--- config.mk ---
export PLATFORM = sky130hd
export DESIGN_NAME = max7219_rx
export DESIGN_NICKNAME = d
export VERILOG_FILES = /design/src/rtl/max7219_rx.sv
export SDC_FILE = /design/constraint.sdc
export NUM_CORES = 1
export LEC_CHECK = 0
export ABC_AREA = 1
export BUFFER_PORTS_ARGS = -buffer_cell sky130_fd_sc_hd__buf_4
export CAP_MARGIN = 10
export CORE_UTILIZATION = 63
export DETAILED_ROUTE_END_ITERATION = 8
export PLACE_DENSITY = 0.82
export SYNTH_ARGS = -nofsm -noshare
export SYNTH_HDL_FRONTEND = slang
export SYNTH_SLANG_ARGS = --single-unit
--- constraint.sdc ---
create_clock -name clock -period 5.2 [get_ports clock]
set_input_delay 0.26 -clock clock [delete_from_list [all_inputs] [get_ports clock]]
set_output_delay 0.26 -clock clock [all_outputs]
set_load 0.1 [all_outputs]
--- src/rtl/max7219_rx.sv ---
// MAX7219 serial link receiver with a shadow copy of the display register file.
//
// The three serial lines are asynchronous to clock, so each passes through a
// SYNC_STAGES-deep synchronizer. Words are deframed MSB first between chip-select
// edges and committed on the rising edge of cs.
//
// Ports:
//   clock, reset            system clock, synchronous active-low reset
//   max_sck, max_cs, max_din  serial link inputs (asynchronous)
//   frame_valid / frame_error one-cycle pulses for a committed / dropped frame
//   frame_addr, frame_data  address nibble and data byte of the last good frame
//   rd_digit, rd_data       digit register read port (one-cycle latency)
//   decode_mode .. display_test  shadow control registers
module max7219_rx #(
    parameter int unsigned SYNC_STAGES = 2
) (
    input  logic       clock,
    input  logic       reset,
    input  logic       max_sck,
    input  logic       max_cs,
    input  logic       max_din,
    output logic       frame_valid,
    output logic       frame_error,
    output logic [3:0] frame_addr,
    output logic [7:0] frame_data,
    input  logic [2:0] rd_digit,
    output logic [7:0] rd_data,
    output logic [7:0] decode_mode,
    output logic [3:0] intensity,
    output logic [2:0] scan_limit,
    output logic       shutdown_n,
    output logic       display_test
);

    typedef enum logic [1:0] {StIdle, StShift, StCommit} state_e;

    state_e state_q, state_d;

    logic [SYNC_STAGES-1:0] cs_sync_q, sck_sync_q, din_sync_q;
    logic                   cs_dly_q, sck_dly_q;
    logic                   cs_s, sck_s, din_s;
    logic                   cs_rise, cs_fall, sck_rise;

    logic [15:0] shift_q, shift_d;
    logic [4:0]  bit_cnt_q, bit_cnt_d;
    logic        commit;
    logic        frame_ok, frame_bad;
    logic [3:0]  wr_addr;
    logic [7:0]  wr_data;
    logic        unused_shift_hi;

    logic [7:0] digit_q [8];

    // Synchronizers. Only cs and sck need the extra delay stage for edge detection;
    // din is sampled straight from its last synchronizer stage.
    always_ff @(posedge clock) begin
        if (!reset) begin
            cs_sync_q  <= '1;
            sck_sync_q <= '0;
            din_sync_q <= '0;
            cs_dly_q   <= 1'b1;
            sck_dly_q  <= 1'b0;
        end else begin
            cs_sync_q  <= {cs_sync_q[SYNC_STAGES-2:0], max_cs};
            sck_sync_q <= {sck_sync_q[SYNC_STAGES-2:0], max_sck};
            din_sync_q <= {din_sync_q[SYNC_STAGES-2:0], max_din};
            cs_dly_q   <= cs_sync_q[SYNC_STAGES-1];
            sck_dly_q  <= sck_sync_q[SYNC_STAGES-1];
        end
    end

    assign cs_s     = cs_sync_q[SYNC_STAGES-1];
    assign sck_s    = sck_sync_q[SYNC_STAGES-1];
    assign din_s    = din_sync_q[SYNC_STAGES-1];
    assign cs_rise  = cs_s & ~cs_dly_q;
    assign cs_fall  = ~cs_s & cs_dly_q;
    assign sck_rise = sck_s & ~sck_dly_q;

    // Receiver FSM and shift path.
    always_comb begin
        state_d   = state_q;
        shift_d   = shift_q;
        bit_cnt_d = bit_cnt_q;
        commit    = 1'b0;
        unique case (state_q)
            StIdle: begin
                if (cs_fall) begin
                    state_d   = StShift;
                    shift_d   = '0;
                    bit_cnt_d = '0;
                end
            end
            StShift: begin
                // A cs rise in the same cycle as an sck rise closes the frame first.
                if (cs_rise) begin
                    state_d = StCommit;
                    commit  = 1'b1;
                end else if (sck_rise && !cs_s) begin
                    shift_d = {shift_q[14:0], din_s};
                    if (bit_cnt_q != 5'd31) begin
                        bit_cnt_d = bit_cnt_q + 5'd1;
                    end
                end
            end
            StCommit: begin
                state_d = StIdle;
            end
            default: begin
                state_d = StIdle;
            end
        endcase
    end

    always_ff @(posedge clock) begin
        if (!reset) begin
            state_q   <= StIdle;
            shift_q   <= '0;
            bit_cnt_q <= '0;
        end else begin
            state_q   <= state_d;
            shift_q   <= shift_d;
            bit_cnt_q <= bit_cnt_d;
        end
    end

    // The last 16 bits shifted form the frame; earlier bits belong to downstream
    // devices in a daisy chain and the top nibble carries no address information.
    assign frame_ok        = commit && (bit_cnt_q >= 5'd16);
    assign frame_bad       = commit && (bit_cnt_q < 5'd16);
    assign wr_addr         = shift_q[11:8];
    assign wr_data         = shift_q[7:0];
    assign unused_shift_hi = ^shift_q[15:12];

    // Commit side: pulses, frame capture and register file writes.
    always_ff @(posedge clock) begin
        if (!reset) begin
            frame_valid  <= 1'b0;
            frame_error  <= 1'b0;
            frame_addr   <= '0;
            frame_data   <= '0;
            decode_mode  <= '0;
            intensity    <= '0;
            scan_limit   <= '0;
            shutdown_n   <= 1'b0;
            display_test <= 1'b0;
            for (int i = 0; i < 8; i++) begin
                digit_q[i] <= '0;
            end
        end else begin
            frame_valid <= frame_ok;
            frame_error <= frame_bad;
            if (frame_ok) begin
                frame_addr <= wr_addr;
                frame_data <= wr_data;
                for (int i = 0; i < 8; i++) begin
                    if (wr_addr == 4'(i + 1)) begin
                        digit_q[i] <= wr_data;
                    end
                end
                case (wr_addr)
                    4'h9:    decode_mode  <= wr_data;
                    4'hA:    intensity    <= wr_data[3:0];
                    4'hB:    scan_limit   <= wr_data[2:0];
                    4'hC:    shutdown_n   <= wr_data[0];
                    4'hF:    display_test <= wr_data[0];
                    default: ;
                endcase
            end
        end
    end

    // Read port sees the pre-write value in the cycle a digit is written.
    always_ff @(posedge clock) begin
        if (!reset) begin
            rd_data <= '0;
        end else begin
            rd_data <= digit_q[rd_digit];
        end
    end

endmodule

==> metrics <==
status finished with violations; failing checks DRC; core box area 8175 um2; crit path cell chain inv_2, nor2_4, nand3_2, o31ai_1; Fill cells approximately 530; post-route cell area around 6300 um2; # DRC 2; vias in the first global route 4007; Main synth FF type dfxtp_1; Die W roughly 94 um; startpoint class of the critical path register; synthesized area ~5300 um2; Port Buffers 46; CTS Buf Count 17; Crit-path slowest cell o31ai_1; largest net degree at the start of global routing 45; WL/cell 16.03 um; initial core utilization 0.6485; pre-CTS WS ~2.7 ns; postcts setup bufs 0; Critical Path End Type register; H-tree levels 4; Starting DRT DRC Count 332; max-slew violations 0; Worst-path clk slew approximately 0.06 ns; Final period util 0.4927; setup_tns 0 ns; Row Count 33; Routed Antenna Nets 0; DP Cell Count roughly 720; WP buf/inv 1; synthesized net count about 610; #FFs+latches synth 130; GRT Overall Usage 0.2930; placed instance area 5644 um2; RSZ-0062 raised after global routing false; R2R setup slack 2.64 ns; asr flop ratio synth 0; Layout area overhead 18.95%; Post-Route WL ~12 mm; Clock Tree Buf Depth 2; top cell type's share of synthesized area 0.3625; crit-path leading delay family compound AO/OA/AOI/OAI gates; crit path DAT between 2 and 3 ns; Largest stage delay, worst path about 0.99 ns; Least-Margin Pin Slew 1.087 ns; Syn Inst Count roughly 600; peak supply drop around 0.30 mV; Worst Skew 0.008932 ns; Final min period around 2.6 ns; io pins 47; Hold/Removal Path Class in2reg; most common cell in the synthesized netlist nor2_1; GP Congestion 0.8452; total number of vias 4286; synth warn 0; Final nets roughly 650; final std cells w/o fill 756; leakage power approximately 0.0025 uW; die area approximately 8800 um2; Root Buffer clkbuf_8; syn_area_per_cell around 8.9 um2; Worst Slack Setup Final around 2.6 ns; initial antenna violation count 0; gr ovfl total 0; Vias/cell around 5.7; proportion of layout cells with a drive suffix above 1 0.1459; CTS tree built; DR pass1 iterations 8; Synth top cells by count 144 x nor2_1, 113 x nand2_1, 66 x dfxtp_1, 64 x edfxtp_1, 48 x nand3_1; Die Y 93.73 um; Ant. Diodes 0; first-pass GRT wire length 19.04 mm; top post-synthesis cells by area edfxtp_1 36%, dfxtp_1 25%, nor2_1 10%; Num Clock Sinks 130; register area share after synthesis 0.6118; Post-CTS Resized 0; Crit Path Max Fanout 17; PD cells about 400 nW/um2; Synth cell types 27; required time worst endpoint roughly 5.3 ns; number of flops mapped to enable cells by yosys 64; area leader, netlist edfxtp_1; Skew-Pair Late Insertion Delay between 0.5 and 0.6 ns; worst relative slew slack 0.2678; Max-Cap Viols 0; final core utilization 0.7714; Setup violations, final 0; f_max between 0.3 and 0.4 GHz; kind of critical path reg2reg; Final Hold Viols 0; Post-DP HPWL between 7 and 8 mm
-- state kept, by name, indices dropped and copies added, names as in the netlist, 3 cells and up --
signal / count
digit_q: 64
shift_q: 12
decode_mode: 8
frame_data: 8
rd_data: 8
bit_cnt_q: 5
frame_addr: 4
intensity: 4
scan_limit: 3
-- cell families after synthesis --
| logic type | Yosys count | synth area share |
|---|---|---|
| buffers and inverters | 56 | 0.04578 |
| AOI/OAI and AO/OA | 85 | 0.08119 |
| DFF | 130 | 0.6118 |
| and+or+nand+nor | 324 | 0.2565 |
| adders and majority gates | 2 | 0.004720 |
-- worst register-to-register path, cell delays in order (launching register included) --
cell     delay, ns
dfxtp_1       0.40
inv_2         0.08
nor2_4        0.31
nand3_2       0.39
o31ai_1       0.99
-- final timing paths --
kind | end | from | cells past startpoint
max reg2reg | digit_q[7][7] | state_q[0] | 4
min reg2reg | sck_sync_q[1] | sck_sync_q[0] | 2
min | rd_data[1] | rd_digit[2] | 3
max | digit_q[7][7] | state_q[0] | 4
-- routing by layer --
| layer | share of wire | vias up | global-route usage | wire (um) |
|---|---|---|---|---|
| met5 | 0 | - | 0 | 0 |
| met3 | 0.089 | 31 | 0.09061 | 1078 |
| met2 | 0.49 | 258 | 0.4665 | 5893 |
| li1 | - | 2058 | - | - |
| met4 | 0.023 | 0 | 0.1462 | 276 |
| met1 | 0.40 | 1939 | 0.3611 | 4873 |
-- per-stage QoR --
stage	hold slack [ns]	total power, uW
after floorplan	0.3576	1248
after global placement	0.3916	1278
after detailed placement	0.4055	1281
after CTS	0.08676	2515
after global routing	0.1033	2575
final	0.1101	2516
-- cell type report --
class                   count  area (um2)  area share
clock buffers              19       464.2     0.07361
clock inverters            13       167.7     0.02659
inverters                  29       108.9     0.01726
multi-input cells         411        1815      0.2879
flip-flops and latches    130        3243      0.5143
well taps                 105       131.4     0.02083
repair buffers             49       375.4     0.05952
-- layout by cell type, fill, tap and decap left out, drive strengths merged, types with 3 or more instances in the layout --
cell,netlist,layout
buf,15,46
dfxtp,66,66
nand3,49,49
o21ai,48,48
nor3,3,3
inv,29,33
dlygate4sd3,0,3
or2,3,3
bufinv,0,3
edfxtp,64,64
clkbuf,12,19
nand2,119,119
a21oi,35,35
nor2,148,148
clkinv,0,4
-- what timing repair did --
action / 4_1_cts / 5_1_grt
hold buffers: 3 / 0
setup endpoints to repair: 0 / 0
endpoints found under the hold margin: 3 / 0
-- power by group --
group          switching (uW)  internal, uW
Sequential               13.8          1110
Combinational             111          35.0
Clock                     457           793
Note: power is estimated with default switching activity, not from simulation.
